<file path="config.mk">
export PLATFORM = sky130hd
export DESIGN_NAME = p2s_arb_ctrl
export DESIGN_NICKNAME = d
export VERILOG_FILES = /design/src/rtl/p2s_arb_ctrl.sv
export SDC_FILE = /design/constraint.sdc
export NUM_CORES = 1
export LEC_CHECK = 0
export ABC_AREA = 1
export BUFFER_PORTS_ARGS = -buffer_cell sky130_fd_sc_hd__buf_2
export CORE_UTILIZATION = 46
export CTS_CLUSTER_SIZE = 16
export DETAILED_ROUTE_END_ITERATION = 10
export PLACE_DENSITY = 0.76
export SYNTH_ARGS = -nofsm -noshare
export SYNTH_HDL_FRONTEND = slang
export SYNTH_SLANG_ARGS = --single-unit
</file>
<file path="constraint.sdc">
create_clock -name clk -period 1.57 [get_ports clk]
set_input_delay 0.314 -clock clk [delete_from_list [all_inputs] [get_ports clk]]
set_output_delay 0.314 -clock clk [all_outputs]
set_load 0.02 [all_outputs]
</file>
<file path="src/rtl/p2s_arb_ctrl.sv">
// ----------------------------------------------------------------------------
// p2s_arb_ctrl
//
// Two-requester round-robin front end for an NBITS-wide parallel-to-serial
// shifter. A winner's word is captured into word_reg. One LOAD cycle strobes
// the shifter and pulses the winner's grant. NBITS SEND cycles then shift the
// word out LSB first. GAP idle cycles follow before the next arbitration.
//
// Parameters
//   NBITS  word width and number of send cycles per word (>= 1)
//   GAP    idle cycles after each word (>= 0, 0 skips the gap state)
//
// Ports
//   clk       clock, rising edge
//   n_rst     asynchronous active-low reset
//   req0/din0 requester 0 request and word (word stable while req0 high)
//   req1/din1 requester 1 request and word (word stable while req1 high)
//   gnt0/gnt1 one-cycle acceptance pulses, issued in the LOAD cycle
//   p2s_din   word to the shifter (always word_reg)
//   p2s_load  shifter load strobe
//   p2s_send  shifter shift strobe / serial valid
//   owner     requester whose word is in flight (valid while busy)
//   busy      high in every state except IDLE
//   done      pulse on the final send cycle of a word
//
// Every output is either a register or a decode of registered state, so no
// request input reaches an output combinationally.
// ----------------------------------------------------------------------------
module p2s_arb_ctrl #(
    parameter int NBITS = 4,
    parameter int GAP   = 1
) (
    input  logic             clk,
    input  logic             n_rst,
    input  logic             req0,
    input  logic [NBITS-1:0] din0,
    input  logic             req1,
    input  logic [NBITS-1:0] din1,
    output logic             gnt0,
    output logic             gnt1,
    output logic [NBITS-1:0] p2s_din,
    output logic             p2s_load,
    output logic             p2s_send,
    output logic             owner,
    output logic             busy,
    output logic             done
);

    localparam logic [1:0] ST_IDLE = 2'd0;
    localparam logic [1:0] ST_LOAD = 2'd1;
    localparam logic [1:0] ST_SEND = 2'd2;
    localparam logic [1:0] ST_GAP  = 2'd3;

    localparam int CNT_W = (NBITS > 1) ? $clog2(NBITS) : 1;
    localparam int GAP_W = (GAP > 1) ? $clog2(GAP) : 1;

    localparam logic [CNT_W-1:0] BIT_LAST = CNT_W'(NBITS - 1);
    // With GAP=0 the gap state is never entered, so its terminal count is moot.
    localparam logic [GAP_W-1:0] GAP_LAST = (GAP > 0) ? GAP_W'(GAP - 1) : '0;

    // After the final send cycle either pause in GAP or return straight to IDLE.
    localparam logic [1:0] ST_AFTER_SEND = (GAP > 0) ? ST_GAP : ST_IDLE;

    logic [1:0]       state;
    logic             owner_r;
    logic             last_owner;
    logic [NBITS-1:0] word_reg;
    logic [CNT_W-1:0] bit_cnt;
    logic [GAP_W-1:0] gap_cnt;

    logic             any_req;
    logic             winner;
    logic             last_bit;

    // Arbitration: a lone request wins outright; on a tie the requester that
    // did not win last time goes first. last_owner resets to 1 so that
    // requester 0 takes the very first tie.
    always_comb begin
        any_req = req0 | req1;
        winner  = (req0 & req1) ? ~last_owner : req1;
    end

    assign last_bit = (bit_cnt == BIT_LAST);

    always_ff @(posedge clk or negedge n_rst) begin
        if (!n_rst) begin
            state      <= ST_IDLE;
            owner_r    <= 1'b0;
            last_owner <= 1'b1;
            word_reg   <= '0;
            bit_cnt    <= '0;
            gap_cnt    <= '0;
        end else begin
            case (state)
                ST_IDLE: begin
                    if (any_req) begin
                        word_reg   <= winner ? din1 : din0;
                        owner_r    <= winner;
                        last_owner <= winner;
                        state      <= ST_LOAD;
                    end
                end
                ST_LOAD: begin
                    bit_cnt <= '0;
                    state   <= ST_SEND;
                end
                ST_SEND: begin
                    if (last_bit) begin
                        gap_cnt <= '0;
                        state   <= ST_AFTER_SEND;
                    end else begin
                        bit_cnt <= bit_cnt + CNT_W'(1);
                    end
                end
                ST_GAP: begin
                    if (gap_cnt == GAP_LAST) begin
                        state <= ST_IDLE;
                    end else begin
                        gap_cnt <= gap_cnt + GAP_W'(1);
                    end
                end
                default: begin
                    state <= ST_IDLE;
                end
            endcase
        end
    end

    // Output decode from registered state only. The shifter samples p2s_din
    // just in LOAD, but it is driven from word_reg continuously.
    assign p2s_din  = word_reg;
    assign p2s_load = (state == ST_LOAD);
    assign p2s_send = (state == ST_SEND);
    assign gnt0     = (state == ST_LOAD) & ~owner_r;
    assign gnt1     = (state == ST_LOAD) &  owner_r;
    assign done     = (state == ST_SEND) & last_bit;
    assign busy     = (state != ST_IDLE);
    assign owner    = owner_r;

endmodule

</file>
[After elaboration in Yosys (flattened, before gate mapping)]
Index checks and enable logic that the tools add are counted.
Operators by class
  $add $sub $neg: 2
  equal/unequal tests: 8
  multiplexer cells: 11
  bitwise gates (word level): 7
  reduce and logical (&&, ||, !) cells: 8
Operators with widths (count)
  2-to-1 mux 2 bit: 4
  case mux 2 bit (4 select lines): 1
  == test 2 bit, second input constant: 3
  != test 2 bit, second input constant: 3
  AND reduction 2 bit: 3
  nonzero test 2 bit: 3
  AND 1 bit: 4
  2-to-1 mux 4 bit: 1
  case mux 2 bit (2 select lines): 1
  2-to-1 mux 1 bit: 3
  AND reduction 3 bit: 1
  adder 2 x 1 -> 2 bit, second input constant: 1
  == test 2 x 1 -> 1 bit, second input constant: 1
  zero test 2 bit: 1
  != test 2 x 1 -> 1 bit, second input constant: 1
  inverter 1 bit: 2
  case mux 1 bit (2 select lines): 1
  adder 1 bit, second input constant: 1
  bitwise OR 1 bit: 1
Word-level totals
  bits in registers: 11
  input bits: 12

[Longest topological paths before layout]
Gate-level depths: netlist of the first run.
  depth after elaboration: 3
  gate-level depth with buffers: 7
  depth with buffers taken out: 7

[Worst setup path after synthesis of the first run]
No wires, ideal clock.
  path kind: flip-flop to output port
  start: register state[1]
  end: output port gnt0
  data arrival time: 1116 ps
  required time: 1256 ps
  slack: 140 ps
  stages on the path, launching flop included: 5
  cell sequence: dfrtp_1 -> inv_1 -> ha_1 -> inv_1 -> nor2_1
On the way
  cells in the longest elaborated chain, start to end: 2
Ends and longest elaborated chain
  from (decl): line 64  | logic [1:0] state;
  from (signal assigned): line 87  | state <= ST_IDLE;
  from (signal assigned): line 100  | state <= ST_LOAD;
  from (signal assigned): line 105  | state <= ST_SEND;
  == test 2 x 1 -> 1 bit
  via p2s_load: line 42  | output logic p2s_load,
  AND 1 bit: line 134  | assign gnt0 = (state == ST_LOAD) & ~owner_r;
  to (decl): line 39  | output logic gnt0,
The timed path passes the listed nets, and every way through them passes these cells.

[Worst setup path in the final report of the first run]
  start: register state[0]
  end: output port busy
On the way
  cells in the longest elaborated chain, start to end: 1
Ends and longest elaborated chain
  nonzero test 2 bit: line 137  | assign busy = (state != ST_IDLE);
  to (decl): line 45  | output logic busy,
Every way passes these cells.

==> metrics, run 1 <==
outcome=completed; Pint=between 900 and 1000 uW; register area=253 sq um; num rows=12; mapped cell area=601 sq um; Slew @ Worst Pin=230 ps; first-pass GRT wire length=approximately 2100 microns; total gr overflow=0; internal reg-to-reg setup slack=260 ps; total CTS buffers=3; largest fanout on the critical path=3; Fmax=around 0.64 GHz; final hold vios=0; RR Startpoint=state[0]; # diodes=0; Worst-Skew Late Latency=around 270 ps; gp weighted congestion=0.820; I/O pin cnt=23; Max Slew Vio Count=0; critical path arrival=1250 ps; vias in the first global route=499; FILL cells=99; min-delay src=din0[2]; Final Routed Wirelength=1410 microns; largest net degree at the start of global routing=11; post-route setup slack=roughly 3.8 ps; Hold Path Stages=5; worst hold path type=in -> reg; sequential power share=about 29%; Final Skew=between 10 and 15 ps; fin crit share=99.8%; R2R depth=7; clock root buffer=clkbuf_4; post-synth top area share=37.5%; clock group share of total power=11.4%; die area=1450 sq um; Die Y-Extent=38.1 microns; final setup vio count=0; RSZ-0062 raised after global routing=yes; Final Net Count=132; sink of the worst hold path=p2s_din[2]; clock-pin slew on the worst setup and hold paths=80 ps; H-Tree Depth=1; Worst R2R End=p2s_din[2]; Crit path required time=approximately 1300 ps; Max Cap Violations=0; dominant synthesized flop cell=dfrtp_1; FF+latch count, synth=10; TritonCTS clock tree=yes; Switch Pwr=805 uW; worst slack, placed=246 ps; Ys Warns=0; ys async rst share=100%; CP Launch Type=flop; Gate power share=approximately three fifths; setup TNS after final layout=0 ps; Post-synth EDFFs=0; Cell Pwr Density=2030 nW/um^2; number of standard cells after synthesis=84; clk sinks=10; DRT Pass-1 Iters=4; switch share=47.1%; Synth top cells by count=nand2_1 (33), inv_1 (16), nand3_1 (14), dfrtp_1 (9), ha_1 (5); DR DRC count=0; Syn-to-layout area delta=40.0%; Die Span X=around 38 microns; syn avg cell area=about 7 sq um; Min Clock Period, post-route=1570 ps; relative slew slack=84.7%; largest area contributor in the netlist=dfrtp_1; wire per inst=between 10 and 15 microns; Total GRT Usage=between 20 and 25%; initial antenna violation count=0; vias per cell=4.77; ANT nets after route=0; area of the multi-input gates=319 sq um; sequential share of the synthesized area=about two fifths; crit end category=output pin; VDD IR max=0.00107 V; CP Launch Point=state[0]; DRT iter0 DRCs=10; Clock Path Buffers=2; via count=611; syn nets=101; top cells by area, synth=dfrtp_1 (38%), nand2_1 (21%), nand3_1 (12%); share of cells above drive strength 1=36.8%; crit path kind=reg -> out; post-synthesis cell type count=10; Initial Util=51.9%; most common cell in the netlist=nand2_1; HPWL after detailed placement=954 microns; Pleak=0.000511 uW; # port buffers=22; CORE AREA=1160 sq um
[worst max-delay path, cell delays in order (launching register included)]
cell and delay [ps]:
dfrtp_2 440, inv_2 100, ha_2 220, inv_2 70, buf_4 150
[worst max-delay path by stage]
stage	endpoint	slack, ps	cells past startpoint
5_1_grt	busy	-40	4
4_1_cts	done	-30	5
6_report	busy	4	4
3_3_place_gp	gnt0	300	5
3_5_place_dp	done	250	5
2_1_floorplan	gnt0	140	4
[sequential cells by signal (all words and copies together) (netlist names)]
name / count
p2s_din: 4
bit_cnt: 2
state: 2
last_owner: 1
owner: 1
[metrics by stage]
stage / total power, uW / std cells / utilization [%] / hold WS (ps) / instance area [sq um]
3_5_place_dp: 1320 / 120 / 63.0 / 190 / 728
2_1_floorplan: 1080 / 84 / - / 18.4 / 601
3_3_place_gp: 1300 / 120 / 63.0 / 186 / 728
4_1_cts: 1570 / 127 / 68.1 / 353 / 787
5_1_grt: 1850 / 128 / 72.7 / 370 / 841
6_report: 1710 / 128 / 72.7 / 359 / 841
[power groups by stage]
| stage | Clock, uW | Sequential [uW] | Combinational (uW) |
|---|---|---|---|
| 6_report | 194 | 492 | 1020 |
| 3_3_place_gp | 0 | 475 | 824 |
| 4_1_cts | 196 | 470 | 907 |
| 3_5_place_dp | 0 | 480 | 841 |
| 5_1_grt | 203 | 507 | 1140 |
| 2_1_floorplan | 0 | 550 | 533 |
[placed cells by master (no fill, tap or decap)]
cell type and count:
clkbuf_1 1, buf_6 2, ha_1 2, inv_2 5, dfstp_2 1, buf_4 4
nor2_4 2, dfrtp_1 8, ha_4 2, nand2_1 32, clkbuf_4 3, nand3_1 14
dfrtp_2 1, dlygate4sd3_1 1, nor2_2 1, buf_2 19, nor2_1 1, nand2_2 1
inv_1 13, ha_2 1
[per-layer routing]
metal,global-route usage (%),part of all wire [%],vias to the layer above
li1,-,-,315
met1,28.1,42,270
met2,34.3,51,24
met3,5.23,5.4,2
met4,8.04,0.64,0
met5,0,0,-
[cell type report]
cell class                 instances  share of cell area, %
multi-input combinational         56                   37.9
tap                               14                   2.08
inverter                          18                   8.04
sequential                        10                   30.1
timing repair buffer              26                   18.7
clock buffer                       4                   3.13
[kinds of logic after synthesis]
| kind of cell | synth area share (%) |
|---|---|
| simple gates | 36.5 |
| flops | 41.9 |
| fa+ha+maj | 10.4 |
| buf+inv | 11.3 |
[timing repair]
action | in CTS | in global routing
endpoints found under the setup margin | 3 | 5
gates resized for setup | 3 | 14
hold buffers | 1 | 0
hold endpoints to repair | 9 | 0
setup buffers | 2 | 1
pin swaps | 1 | 2
Note: power is estimated with default switching activity, not from simulation.
==> run 2, diff against run 1 <==
--- a/config.mk
+++ b/config.mk
@@ -8,9 +8,11 @@
 export ABC_AREA = 1
 export BUFFER_PORTS_ARGS = -buffer_cell sky130_fd_sc_hd__buf_2
 export CORE_UTILIZATION = 46
+export CTS_BUF_LIST = sky130_fd_sc_hd__clkbuf_8
 export CTS_CLUSTER_SIZE = 16
 export DETAILED_ROUTE_END_ITERATION = 10
 export PLACE_DENSITY = 0.76
+export REMOVE_ABC_BUFFERS = 1
 export SYNTH_ARGS = -nofsm -noshare
 export SYNTH_HDL_FRONTEND = slang
 export SYNTH_SLANG_ARGS = --single-unit
==> run 2 against run 1 <==
Net effect: critical path depth is the same; clock power grew 41%; worst setup slack gained 33 ps; sequential share of layout area grew 0.56 points; cell count shrank 1.6%; register-to-register slack is essentially flat; count of clock-buffer cells in the layout shrank 1; hold slack gained 28 ps; sequential cell count is the same; fmax grew 2.2%; first-iteration DRC count grew 10%; sequential power grew 1%.
==> metrics, run 2 (synthesized netlist as in run 1, its figures left out) <==
Slew @ Worst Pin=227 ps; largest net degree at the start of global routing=11; Cell Pwr Density=between 2000 and 2500 nW/um^2; Syn-to-layout area delta=38.1%; FILL cells=98; Layout Cells excl Fill=about 130; wire per inst=10.5 microns; vias per cell=4.57; critical path arrival=1220 ps; Final Net Count=130; DR DRC count=0; Crit path required time=~1300 ps; clock root buffer=clkbuf_8; CORE AREA=1160 sq um; placed cell area=728 sq um; gr busiest metal=met2; register area=254 sq um; DRT Pass-1 Iters=4; HPWL after detailed placement=954 microns; TritonCTS clock tree=yes; I/O pin cnt=23; ANT nets after route=0; commonest non-fill, non-tap cell in the layout=nand2_1; first-pass GRT wire length=2040 microns; post-route setup slack=around 37 ps; Max Slew Vio Count=0; die area=roughly 1500 sq um; total CTS buffers=3; H-Tree Depth=1; Pleak=0.000511 uW; Initial Util=51.9%; share of cells above drive strength 1=33.0%; CP Launch Type=flop; initial antenna violation count=0; vias in the first global route=477; num rows=12; via count=576; M1 GR Usage=28.1%; final hold vios=0; area of the multi-input gates=307 sq um; Cell Count Post-Placement=120; Fmax=between 0.6 and 0.7 GHz; Die Y-Extent=38.1 microns; worst slack, placed=246 ps; # port buffers=22; # diodes=0; Min Clock Period, post-route=about 1500 ps; crit end category=output pin; Die Span X=38.1 microns; final instance area=830 sq um; final setup vio count=0; crit path kind=reg -> out; most frequent cells in the layout=nand2_1 (33), buf_2 (20), inv_1 (15); VDD IR max=0.00120 V; total power=1700 uW; Clock Path Buffers=2; largest fanout on the critical path=3; Max Cap Violations=0; outcome=completed; relative slew slack=84.8%; met2 GRT Util=32.6%; max FFs per register=4; total gr overflow=0; fin crit share=97.6%; DRT iter0 DRCs=11; Final Routed Wirelength=1320 microns; Worst-Skew Late Latency=240 ps; worst hold path type=in -> reg; Total GRT Usage=20.7%; Final Skew=10.1 ps; clk sinks=10; gp weighted congestion=about 0.8; GR Util met3=3.49%; clock-pin slew on the worst setup and hold paths=50 ps
-- run 2: cell type report --
type                            count  area share [%]
Clock buffer                        3            4.98
Clock inverter                      1           0.452
Inverter                           18            8.45
Multi-Input combinational cell     56            37.0
Sequential cell                    10            30.6
Tap cell                           14            2.11
Timing Repair Buffer               24            16.4
-- run 2: final timing paths --
kind / start / endpoint / slack, ps / cells past startpoint
max: state[0] / busy / 40 / 4
min: din0[2] / p2s_din[2] / 390 / 5
max reg2reg: state[0] / p2s_din[2] / 260 / 7
min reg2reg: last_owner / last_owner / 460 / 2
max in group asynchronous: n_rst / last_owner / 850 / 2
min in group asynchronous: n_rst / owner / 460 / 2
-- run 2: what timing repair did --
| item | 4_1_cts | 5_1_grt |
|---|---|---|
| gates cloned | 0 | 0 |
| pin swaps | 0 | 1 |
| hold endpoints to repair | 9 | 0 |
| hold buffers | 1 | 0 |
| gates resized for setup | 2 | 10 |
| setup buffers | 0 | 1 |
| setup endpoints to repair | 2 | 4 |
-- run 2: routing by layer --
layer	share of wire [%]	vias to the layer above
met5	0	-
met4	0.45	0
met3	3.1	2
met2	47	14
met1	50	251
li1	-	309
-- run 2: power by group --
part / switching, uW / internal (uW)
Clock: 102 / 171
Combinational: 580 / 348
Sequential: 96.7 / 402
-- run 2: critical path: stages (launching register included) --
cell and delay, ps:
dfrtp_2 420, inv_4 60, ha_1 230, inv_2 100, buf_2 170
-- run 2: through the flow --
stage          TNS [ps]  util [%]  hold slack (ps)
2_1_floorplan         0         -             18.4
3_3_place_gp          0      63.0              186
3_5_place_dp          0      63.0              190
4_1_cts               0      68.2              386
5_1_grt           -3.90      71.8              403
6_report              0      71.8              387
